[config.mk]
export PLATFORM = sky130hd
export DESIGN_NAME = wide_add_sequencer
export DESIGN_NICKNAME = d
export VERILOG_FILES = /design/src/rtl/wide_add_sequencer.sv
export SDC_FILE = /design/constraint.sdc
export NUM_CORES = 1
export LEC_CHECK = 0
export BUFFER_PORTS_ARGS = -buffer_cell sky130_fd_sc_hd__buf_2
export CAP_MARGIN = 20
export CORE_MARGIN = 3
export CORE_UTILIZATION = 31
export DETAILED_ROUTE_END_ITERATION = 10
export PLACE_DENSITY = 0.47
export RECOVER_POWER = 25
export SLEW_MARGIN = 5
export SYNTH_ARGS = -nofsm -noshare
export SYNTH_HDL_FRONTEND = slang
export SYNTH_SLANG_ARGS = --single-unit
export TNS_END_PERCENT = 100
[constraint.sdc]
create_clock -name clk -period 4.9 [get_ports clk]
set_clock_uncertainty 0.05 [all_clocks]
set_input_delay 0.735 -clock clk [delete_from_list [all_inputs] [get_ports clk]]
set_output_delay 0.735 -clock clk [all_outputs]
set_load 0.02 [all_outputs]
[src/rtl/wide_add_sequencer.sv]
// wide_add_sequencer: performs one WIDE_BIT add/subtract as NUM_SEG
// back-to-back OPERAND_BIT-wide passes through a single ripple adder,
// LSB segment first, with the inter-segment carry held in a register.
//
// Handshake: a transfer happens on a rising edge where valid and ready are
// both 1. in_ready is 1 only in IDLE (and is held 0 while reset is
// asserted); out_valid is 1 only in DONE. Once out_valid is 1, out_sum,
// out_cout and out_ovf stay constant until the edge where out_ready is
// seen, or until clear/reset.

// Ripple-carry adder for one segment. The carry walks bit by bit so the
// chain length is OPERAND_BIT, never WIDE_BIT.
module wide_add_seg_adder #(
    parameter int WIDTH = 10
) (
    input  logic [WIDTH-1:0] a,
    input  logic [WIDTH-1:0] b,
    input  logic             cin,
    output logic [WIDTH-1:0] sum,
    output logic             cout
);

    logic carry;

    // Bit-serial ripple: sum bit and generate/propagate carry per position
    always_comb begin
        sum   = '0;
        carry = cin;
        for (int i = 0; i < WIDTH; i++) begin
            sum[i] = a[i] ^ b[i] ^ carry;
            carry  = (a[i] & b[i]) | (carry & (a[i] ^ b[i]));
        end
        cout = carry;
    end

endmodule

module wide_add_sequencer #(
    parameter int OPERAND_BIT = 10,
    parameter int NUM_SEG     = 4
) (
    input  logic                           clk,
    input  logic                           rst_n,
    input  logic                           clear,
    input  logic                           in_valid,
    output logic                           in_ready,
    input  logic [OPERAND_BIT*NUM_SEG-1:0] in_a,
    input  logic [OPERAND_BIT*NUM_SEG-1:0] in_b,
    input  logic                           in_cin,
    input  logic                           in_sub,
    output logic                           out_valid,
    input  logic                           out_ready,
    output logic [OPERAND_BIT*NUM_SEG-1:0] out_sum,
    output logic                           out_cout,
    output logic                           out_ovf
);

    localparam int WIDE_BIT = OPERAND_BIT * NUM_SEG;
    // A single-segment build still needs a 1-bit counter
    localparam int CNT_W    = (NUM_SEG > 1) ? $clog2(NUM_SEG) : 1;
    localparam logic [CNT_W-1:0] LAST_SEG = CNT_W'(NUM_SEG - 1);

    typedef enum logic [1:0] {
        ST_IDLE = 2'd0,
        ST_RUN  = 2'd1,
        ST_DONE = 2'd2
    } state_t;

    state_t                 state;
    logic [WIDE_BIT-1:0]    a_reg;
    logic [WIDE_BIT-1:0]    b_reg;
    logic [WIDE_BIT-1:0]    sum_reg;
    logic                   carry_reg;
    logic                   a_msb;
    logic                   b_eff_msb;
    logic [CNT_W-1:0]       seg_cnt;

    logic [OPERAND_BIT-1:0] seg_a;
    logic [OPERAND_BIT-1:0] seg_b;
    logic [OPERAND_BIT-1:0] seg_sum;
    logic                   seg_cout;
    logic [WIDE_BIT-1:0]    sum_next;
    logic [WIDE_BIT-1:0]    b_eff;
    logic                   accept;

    // Subtraction is A + ~B + 1: invert B at capture, force carry-in to 1
    always_comb begin
        b_eff  = in_sub ? ~in_b : in_b;
        accept = in_valid && in_ready;
    end

    // The low segment of each operand register feeds the shared adder
    always_comb begin
        seg_a = a_reg[OPERAND_BIT-1:0];
        seg_b = b_reg[OPERAND_BIT-1:0];
    end

    wide_add_seg_adder #(
        .WIDTH (OPERAND_BIT)
    ) u_seg_adder (
        .a    (seg_a),
        .b    (seg_b),
        .cin  (carry_reg),
        .sum  (seg_sum),
        .cout (seg_cout)
    );

    // New segment enters at the top; after NUM_SEG passes the LSB segment
    // has walked down to bit 0 and the register holds the full result.
    generate
        if (NUM_SEG == 1) begin : g_single_seg
            always_comb sum_next = seg_sum;
        end else begin : g_multi_seg
            always_comb sum_next = {seg_sum, sum_reg[WIDE_BIT-1:OPERAND_BIT]};
        end
    endgenerate

    // Sequencer FSM: capture in IDLE, one segment per cycle in RUN, hold in DONE
    always_ff @(posedge clk or negedge rst_n) begin
        if (!rst_n) begin
            state     <= ST_IDLE;
            in_ready  <= 1'b0;
            out_valid <= 1'b0;
            a_reg     <= '0;
            b_reg     <= '0;
            sum_reg   <= '0;
            carry_reg <= 1'b0;
            a_msb     <= 1'b0;
            b_eff_msb <= 1'b0;
            seg_cnt   <= '0;
            out_cout  <= 1'b0;
            out_ovf   <= 1'b0;
        end else if (clear) begin
            // Abort wins over any acceptance in the same cycle
            state     <= ST_IDLE;
            in_ready  <= 1'b1;
            out_valid <= 1'b0;
            a_reg     <= '0;
            b_reg     <= '0;
            sum_reg   <= '0;
            carry_reg <= 1'b0;
            a_msb     <= 1'b0;
            b_eff_msb <= 1'b0;
            seg_cnt   <= '0;
            out_cout  <= 1'b0;
            out_ovf   <= 1'b0;
        end else begin
            case (state)
                ST_IDLE: begin
                    out_valid <= 1'b0;
                    if (accept) begin
                        a_reg     <= in_a;
                        b_reg     <= b_eff;
                        carry_reg <= in_sub ? 1'b1 : in_cin;
                        a_msb     <= in_a[WIDE_BIT-1];
                        b_eff_msb <= b_eff[WIDE_BIT-1];
                        seg_cnt   <= '0;
                        in_ready  <= 1'b0;
                        state     <= ST_RUN;
                    end else begin
                        // Also raises in_ready on the first edge after reset
                        in_ready  <= 1'b1;
                    end
                end

                ST_RUN: begin
                    in_ready  <= 1'b0;
                    a_reg     <= a_reg >> OPERAND_BIT;
                    b_reg     <= b_reg >> OPERAND_BIT;
                    sum_reg   <= sum_next;
                    carry_reg <= seg_cout;
                    seg_cnt   <= seg_cnt + CNT_W'(1);
                    if (seg_cnt == LAST_SEG) begin
                        // seg_sum is the MSB segment here, so its top bit is
                        // the sign of the final result
                        out_valid <= 1'b1;
                        out_cout  <= seg_cout;
                        out_ovf   <= (a_msb == b_eff_msb) &&
                                     (seg_sum[OPERAND_BIT-1] != a_msb);
                        state     <= ST_DONE;
                    end
                end

                ST_DONE: begin
                    if (out_ready) begin
                        out_valid <= 1'b0;
                        in_ready  <= 1'b1;
                        state     <= ST_IDLE;
                    end
                end

                default: begin
                    state     <= ST_IDLE;
                    in_ready  <= 1'b0;
                    out_valid <= 1'b0;
                end
            endcase
        end
    end

    // The sum register is the result; it only becomes meaningful with out_valid
    always_comb out_sum = sum_reg;

endmodule

==> flow_summary.ini <==
[timing]
slew-limit-headroom = -0.694
final-setup-viol-count = 0
tightest_slew_ps = 2540
finalHoldViolations = 0
setup_tns_ps = 0
fmax_ghz = 0.218
rsz0062_at_grt = false
post-route-period-util = 0.935
period_needed_ps = 4580
drv_slew = 101

[layout]
nNetsFinal = 773
stdcell_area_sq_um = 8520
diodes = 0
n_fill_cell = 2169
multiInputGateArea_sq_um = 3250
layout-drive-gt1-share = 0.340
regArea_sq_um = 3280
area_growth_pct = 20.8

[global_route]
grt_pass1_wl_um = 28200
grtUsageTotal = 0.144
antenna_found_initial = 0
grt_pass1_vias = 5054
overflow = 0
grt_start_max_net_pins = 101

[logic_synthesis]
synthArstFlopShare = 1.00
yosys_warnings = 0
netlist_instances = 575
syn-mean-instance-area_sq_um = 12.3
synth_top_flop_cell = dfrtp_1
synth_edf_count = 0
ys_ff_latch = 131
ys_seq_area_frac = 0.465
yosys.area.top_type_share = 0.465
synth_commonest_cells = dfrtp_1 (131), o31ai_1 (62), mux2_2 (53)
synth_top_cell_by_area = dfrtp_1
netlist_top_cells_area = dfrtp_1 (46%), mux2_2 (8.5%), nand4bb_1 (6.9%), o31ai_1 (6.6%), a22o_1 (5.5%)
synth.cell_area_sq_um = 7050
synthDistinctLibCells = 37
yosysMostFrequentCell = dfrtp_1
syn-num-nets = 673

[route]
met2_length_um = 7970
ant_nets = 0
route.met3.wl_um = 824
m1WireLength_um = 8420
route.detailed.drc = 0
drt_wl_total_um = 17400
vias = 4888
drt-initial-drc-count = 258
dr.max_layer_used = met4
via_per_inst = 5.05
drt-wirelength-per-cell_um = 17.9
dr.pass1.iters = 4

[worst_setup_path]
cp-start-kind = register
crit_family = adder cells
worstPathArrival_ps = 4790
crit_path_top_delay_cell = fa_1
path_cells = inv_1 -> fa_1 -> fa_1 -> fa_1 -> fa_1 -> fa_1 -> fa_1 -> fa_1 -> inv_1 -> fa_1 -> fa_1 -> fa_1 -> nor3b_1 -> nor3_1 -> nor3_1
cp_common_cell = fa_1
crit_path_end_kind = register
required_ps = 5110
worstPathMaxFanout = 3
cpPeakStageDelay_ps = 450
crit_buf_inv = 2
crit_type = register to register

[clock_tree]
cts.path.max_buffers = 2
htree_num_levels = 4
post_cts_buffers = 0
clkSinkCount = 131
clkSlewWorstSetupHoldPaths_ps = 60
cts_tree = yes
cts_resized = 0
hold_buffers = 0
cts-root-buf = clkbuf_16
worstSkewPairLatency_ps = 420
cts_buffers = 17

[placed_design]
port_buffers = 130
dp_hpwl_um = 11800
post_dp_cell_area_sq_um = 7790
place.gp.congestion = 0.730

[die]
die_x_um = 157
io_pins = 131
initial_core_util = 0.319
die-area_sq_um = 24600
row_count = 54
die_y_um = 157
core_area_sq_um = 22100

[status]
violations = capacitance limit, slew limit
status = finished, violations left

[power]
leakage_uw = 0.00395
peakVddDrop_mv = 0.195
pwr_density_cell_nw_per_um2 = 391

[job]
cap_violations = 1

[hold_path]
hp-class = register to register
-- stage by stage --
stage,setup WS [ps],utilization,total power (uW),hold slack [ps],cells
final,320,0.385,3330,433,968
after global routing,127,0.385,3490,456,968
after CTS,283,0.386,3380,409,968
after detailed placement,302,0.353,1790,423,936
after global placement,368,0.353,1780,412,936
after floorplan,532,-,1630,389,575
-- path summary, 6_finish.rpt --
| path | from | endpoint | slack [ps] | cells past startpoint |
|---|---|---|---|---|
| min | b_reg[19]$_DFFE_PN0P_ | b_reg[19]$_DFFE_PN0P_ | 430 | 1 |
| min reg2reg | b_reg[19]$_DFFE_PN0P_ | b_reg[19]$_DFFE_PN0P_ | 430 | 1 |
| max in group asynchronous | rst_n | state[0]$_DFFE_PN0P_ | 2180 | 2 |
| max reg2reg | a_reg[0]$_DFFE_PN0P_ | out_ovf$_DFFE_PN0P_ | 320 | 15 |
| max | a_reg[0]$_DFFE_PN0P_ | out_ovf$_DFFE_PN0P_ | 320 | 15 |
| min in group asynchronous | rst_n | out_sum[9]$_DFFE_PN0P_ | 1040 | 1 |
-- final cells by class --
class	count	area share
Timing Repair Buffer	140	0.0855
Sequential cell	131	0.385
Inverter	48	0.0212
Clock buffer	19	0.0532
Multi-Input combinational cell	337	0.381
Clock inverter	13	0.0326
Tap cell	280	0.0411
-- cell usage in the layout, fill, tap and decap left out, drive strengths merged --
master,count
a2111oi,1
a211oi,1
a21oi,4
a22o,44
and2,2
and3b,2
buf,139
bufinv,8
clkbuf,20
clkinv,3
clkinvlp,2
dfrtp,131
fa,10
ha,1
inv,48
mux2,70
mux2i,3
nand2,1
nand3b,1
nand4bb,43
nor2,7
nor2b,1
nor3,12
nor3b,2
nor4bb,1
o21a,1
o21ai,2
o21bai,1
o2bb2ai,7
o31ai,62
or4bb,18
xnor2,40
-- worst reg2reg max path: stages (launching register included) --
cell and delay, ps:
dfrtp_1 340, inv_1 60, fa_1 440, fa_1 400, fa_1 400, fa_1 390
fa_1 390, fa_1 390, fa_1 370, inv_1 70, fa_1 170, fa_1 180
fa_1 450, nor3b_1 160, nor3_1 130, nor3_1 60
-- power breakdown --
part           leakage, uW  internal, uW  switching [uW]
Combinational      0.00185           225             271
Sequential         0.00175          1190            78.7
Clock             0.000349          1080             482
-- cell families after synthesis --
logic type                 count (synthesis)  synth area share
and+or+nand+nor                           90             0.122
xor gates and xnor gates                  40            0.0497
muxes                                     73             0.116
buffers and inverters                    107            0.0758
adders and majority gates                 11            0.0302
DFF                                      131             0.465
AOI/OAI and AO/OA                        123             0.141
-- routing by layer --
metal | vias to the layer above | GRT usage
met5 | - | 0
met4 | 0 | 0.0338
met3 | 11 | 0.0373
met2 | 114 | 0.222
met1 | 2437 | 0.204
li1 | 2326 | -
(Power assumes the default switching activity.)
